<file path="src/rtl/csa_stream_accumulator.sv">
// Streaming three-operand accumulator. Each accepted beat is folded into a
// registered carry-save pair (sum_q, carry_q), so the accumulate loop never
// propagates a carry. The last beat triggers one carry-propagate add, and the
// result is then held on a valid/ready output.
//
// state   | meaning
// --------+-----------------------------------------------------------
// ACCUM   | accepting beats, folding each into sum_q/carry_q
// RESOLVE | single cycle: sum_q + carry_q -> out_sum, out_valid set
// HOLD    | result presented, waiting for out_ready
module csa_stream_accumulator #(
   parameter int WIDTH = 4,
   parameter int ACC_W = 8,
   parameter int CNT_W = 8
) (
   input  logic             clk,
   input  logic             rst_n,
   input  logic             in_valid,
   output logic             in_ready,
   input  logic [WIDTH-1:0] in_a,
   input  logic [WIDTH-1:0] in_b,
   input  logic [WIDTH-1:0] in_c,
   input  logic             in_last,
   output logic             out_valid,
   input  logic             out_ready,
   output logic [ACC_W-1:0] out_sum,
   output logic             out_ovf,
   output logic [CNT_W-1:0] out_count
);

   typedef enum logic [1:0] {ACCUM, RESOLVE, HOLD} state_t;

   state_t           state;
   logic [ACC_W-1:0] sum_q;
   logic [ACC_W-1:0] carry_q;
   logic             ovf_acc;
   logic [CNT_W-1:0] cnt;

   logic [ACC_W-1:0] a_ext, b_ext, c_ext;
   logic [ACC_W-1:0] s1, k1, k1_sh;
   logic [ACC_W-1:0] s2, k2, k2_sh;
   logic [ACC_W-1:0] s3, k3;
   logic             fold_ovf;
   logic [ACC_W:0]   resolve_sum;

   // in_ready depends only on state, so there is no path from in_valid
   assign in_ready = (state == ACCUM);

   // Three 3:2 compressor levels plus the one carry-propagate resolve add
   always_comb begin
      a_ext = {{(ACC_W-WIDTH){1'b0}}, in_a};
      b_ext = {{(ACC_W-WIDTH){1'b0}}, in_b};
      c_ext = {{(ACC_W-WIDTH){1'b0}}, in_c};

      s1    = a_ext ^ b_ext ^ c_ext;
      k1    = (a_ext & b_ext) | (a_ext & c_ext) | (b_ext & c_ext);
      k1_sh = {k1[ACC_W-2:0], 1'b0};

      s2    = s1 ^ k1_sh ^ sum_q;
      k2    = (s1 & k1_sh) | (s1 & sum_q) | (k1_sh & sum_q);
      k2_sh = {k2[ACC_W-2:0], 1'b0};

      s3    = s2 ^ k2_sh ^ carry_q;
      k3    = (s2 & k2_sh) | (s2 & carry_q) | (k2_sh & carry_q);

      // A carry pushed out of the MSB is a lost 2^ACC_W, so it is sticky overflow
      fold_ovf = k1[ACC_W-1] | k2[ACC_W-1] | k3[ACC_W-1];

      resolve_sum = {1'b0, sum_q} + {1'b0, carry_q};
   end

   // Sequencer, carry-save accumulator and registered result outputs
   always_ff @(posedge clk or negedge rst_n) begin
      if (!rst_n) begin
         state     <= ACCUM;
         sum_q     <= '0;
         carry_q   <= '0;
         ovf_acc   <= 1'b0;
         cnt       <= '0;
         out_valid <= 1'b0;
         out_sum   <= '0;
         out_ovf   <= 1'b0;
         out_count <= '0;
      end else begin
         case (state)
            ACCUM: begin
               if (in_valid) begin
                  sum_q   <= s3;
                  carry_q <= {k3[ACC_W-2:0], 1'b0};
                  ovf_acc <= ovf_acc | fold_ovf;
                  if (cnt != {CNT_W{1'b1}})
                     cnt <= cnt + CNT_W'(1);
                  if (in_last)
                     state <= RESOLVE;
               end
            end
            RESOLVE: begin
               out_sum   <= resolve_sum[ACC_W-1:0];
               out_ovf   <= ovf_acc | resolve_sum[ACC_W];
               out_count <= cnt;
               out_valid <= 1'b1;
               state     <= HOLD;
            end
            HOLD: begin
               if (out_ready) begin
                  out_valid <= 1'b0;
                  sum_q     <= '0;
                  carry_q   <= '0;
                  ovf_acc   <= 1'b0;
                  cnt       <= '0;
                  state     <= ACCUM;
               end
            end
            default: state <= ACCUM;
         endcase
      end
   end

endmodule

</file>
<file path="config.mk">
export PLATFORM = sky130hd
export DESIGN_NAME = csa_stream_accumulator
export DESIGN_NICKNAME = d
export VERILOG_FILES = /design/src/rtl/csa_stream_accumulator.sv
export SDC_FILE = /design/constraint.sdc
export NUM_CORES = 1
export LEC_CHECK = 0
export ABC_AREA = 1
export CAP_MARGIN = 20
export CORE_MARGIN = 1.5
export CORE_UTILIZATION = 54
export DETAILED_ROUTE_END_ITERATION = 10
export PLACE_DENSITY = 0.8
export SLEW_MARGIN = 10
export SYNTH_ARGS = -nofsm -noshare
export SYNTH_HDL_FRONTEND = slang
export SYNTH_SLANG_ARGS = --single-unit
</file>
<file path="constraint.sdc">
create_clock -name clk -period 1.8 [get_ports clk]
set_input_delay 0.36 -clock clk [delete_from_list [all_inputs] [get_ports clk]]
set_output_delay 0.36 -clock clk [all_outputs]
set_load 0.05 [all_outputs]
</file>
==> results.txt <==
----------------------------------------------------
[Status]
  Status ... completed

[GRT]
  Total routing usage reported by global routing ... 0.231
  Maximum number of pins on one net before global-route repair ... 27
  Number of global-route vias before repair ... 1838
  Antenna violations before repair ... 0
  Total congestion overflow ... 0
  Wire length of the first global-routing pass ... 8060 µm

[Timing]
  Final clock period utilization by the worst path ... 0.999
  Final clock skew ... 0.00800 ns
  Least-Margin Pin Slew ... 0.559 ns
  Final count of pins violating max slew ... 0
  Worst hold margin ... 0.0522 ns
  Final hold violation count ... 0
  Shortest period the worst path allows ... 1.80 ns
  Setup repair after global routing missed its margin ... yes
  Worst rel slew slack ... 0.627
  Final-report setup violation count ... 0
  Highest achievable clock rate ... 556 MHz

[Synth]
  Compound-Gate Fraction of Synth Area ... 0.0888
  Area share of xor/xnor cells in the synthesized design ... 0
  Number of register bits inferred by synthesis ... 43
  Yosys warnings ... 0
  Largest family of logic cells by synthesized area ... simple AND/OR/NAND/NOR gates
  Fraction of the mapped netlist area in simple logic gates ... 0.229
  Post-synthesis cell area ... 2340 µm²
  Ranking of synthesized cells by area ... dfrtp_1 (46%), nand2_1 (12%), fa_1 (10%)
  Multiplexer area fraction after synthesis ... 0
  Unique masters post-synth ... 26
  Post-Synthesis Mean Instance Area ... 9.10 µm²
  Most area-hungry cell type in the Yosys netlist ... dfrtp_1
  Sequential area share after synthesis ... 0.460
  Post-synth net total ... 296
  Area fraction of the dominant cell type after synthesis ... 0.460
  Share of synthesized cell area in full adder, half adder and majority cells ... 0.156
  Post-synthesis instance total ... 257

[CTS]
  TritonCTS clock tree ... yes
  Number of levels the H-tree was split into ... 2
  Clock sinks ... 43
  CTS clock-pin slew for the worst setup and hold paths ... 0.08 ns
  Clock insertion delay at the later pin of the skew report ... 0.29 ns
  Maximum clock path buffer count ... 2
  CTS Buf Count ... 5
  CTS hold repair buffers ... 0
  Clock tree root buffer cell ... clkbuf_8
  Count of buffers added by post-CTS timing repair for setup ... 0

[Worst setup path]
  Worst setup slack for register-to-register paths ... 0.13 ns
  Setup CP Type ... in2reg
  Worst path arrival time ... 2.03 ns
  Cell chain of the critical path ... buf_6, fa_1, fa_1, fa_1, nand3_1, nand2_1
  Critical Path Source Type ... primary input
  CP dominant cell by count ... fa_1
  Required time of the critical path ... 2.03 ns
  Slowest cell on the critical path ... fa_1
  Setup crit end kind ... register
  Longest individual stage delay on the worst path ... 0.54 ns
  Maximum fanout count along the critical path ... 1

[Layout]
  Post-layout utilization of the core ... 0.692
  Share of post-route cells with drive strength above 1 ... 0.241
  Most common cell after layout, fill and taps aside ... nand2_1
  Final standard cell area without fillers ... 2830 µm²
  Count of non-filler cells in the finished layout ... 349
  Area growth from synthesis to layout ... 20.9%
  Antenna diode instance count ... 0
  Final Net Count ... 337
  Most used cells in the layout excluding fill and tap cells ... nand2_1 (74), dfrtp_1 (43), nand3_1 (23), buf_4 (23), inv_1 (21)

[Floorplan]
  Die X ... 68.8 µm
  Initial core utilization ... 0.573
  IO Pins ... 36
  Core region area ... 4090 µm²
  Die Footprint ... 4740 µm²
  Die Y ... 68.8 µm
  Site Rows ... 23

[Worst hold path]
  Path type of the worst min-delay path ... in2async

[Route]
  Vias after detailed routing ... 1821
  Detail Route Antenna Nets ... 0
  Pre-Repair DR Iteration Count ... 4
  Post-DR vias/cell ... 5.22
  Average wire per cell in the routed design ... 13.5 µm
  Final wirelength ... 4720 µm
  Count of routing violations after the opening detailed-route iteration ... 91
  DRC ... 0

[Power and ir drop]
  Final Total Pwr ... 4.30 mW
  Power per unit of standard cell area ... 1520 nW/µm²
  Total leakage power ... 1.45 nW
  Largest voltage drop on the vdd net ... 0.000986 V

[Placed design]
  HPWL Detailed ... 3570 µm
  Final weighted congestion of routability-driven global placement ... 0.865
  Area of placed instances ... 2720 µm²
  Port Buffers ... 35
  # placed instances ... 341

[Run]
  Max Cap Violations ... 0

----------------------------------------------------
power by group:
group | internal (mW) | total, mW | switching, mW
clock | 0.350 | 0.664 | 0.314
combinational | 0.750 | 2.11 | 1.36
sequential | 1.28 | 1.53 | 0.248
cells by family after synthesis:
family,count (synthesis)
compound gates,35
simple gates,121
flops,43
buf+inv,36
fa+ha+maj,22
flip-flops by register name, indices dropped and copies added, names as in the netlist:
| register | cells |
|---|---|
| out_count | 8 |
| out_valid | 1 |
| ovf_acc | 1 |
| sum_q | 8 |
| carry_q | 6 |
| state | 2 |
| out_ovf | 1 |
| out_sum | 8 |
| cnt | 8 |
final cells by class:
| class | count | area [µm²] |
|---|---|---|
| clock buffers | 8 | 100 |
| fillers | 342 | 1260 |
| inverters | 30 | 120 |
| multi-input cells | 178 | 1140 |
| flip-flops and latches | 43 | 1080 |
| well taps | 50 | 62.6 |
| repair buffers | 40 | 333 |
repair_timing:
action,4_1_cts,5_1_grt
resized for setup,40,10
endpoints found under the setup margin,9,8
pin swaps,14,11
cell usage after synthesis:
library cell / count
o22ai_1: 1
inv_1: 28
or2_2: 2
nand2_4: 2
o21ai_2: 6
a211oi_1: 1
o21ai_1: 1
a31oi_1: 3
nand3_1: 24
buf_2: 3
nand2_2: 3
a21oi_1: 5
nand2_1: 74
nor2_4: 1
a21boi_0: 1
clkbuf_1: 2
nor2_1: 11
dfrtp_1: 43
fa_1: 12
o21ai_0: 17
nor2_2: 2
inv_2: 2
buf_12: 1
nand4_2: 1
nand4_1: 1
ha_1: 10
per-stage QoR:
stage	setup slack (ns)	TNS, ns
after floorplan	-0.194	-0.884
after global placement	-0.749	-5.61
after detailed placement	-0.797	-5.92
after CTS	-0.0650	-0.193
after global routing	-0.0377	-0.0662
final	0.00174	0
per-layer routing:
| layer | part of all wire | track usage | vias up |
|---|---|---|---|
| met2 | 0.49 | 0.387 | 42 |
| met5 | 0 | 0 | - |
| li1 | - | - | 903 |
| met3 | 0.040 | 0.0536 | 6 |
| met4 | 0.0081 | 0.0613 | 0 |
| met1 | 0.46 | 0.302 | 870 |
worst paths after layout:
check	start	end	depth (start not counted)
setup / recovery	in_a[3]	sum_q[3]	6
min in group clk	out_valid	out_valid	2
max in group asynchronous	rst_n	state[0]	2
hold reg to reg	out_valid	out_valid	2
setup reg to reg	sum_q[3]	sum_q[3]	4
hold / removal	rst_n	out_sum[1]	1
worst max-delay path, delay by kind of cell:
family	cells	cell delay (ns)
fa+ha+maj	3	1.46
buf+inv	1	0.09
simple gates	2	0.12
Note: power is estimated with default switching activity, not from simulation.
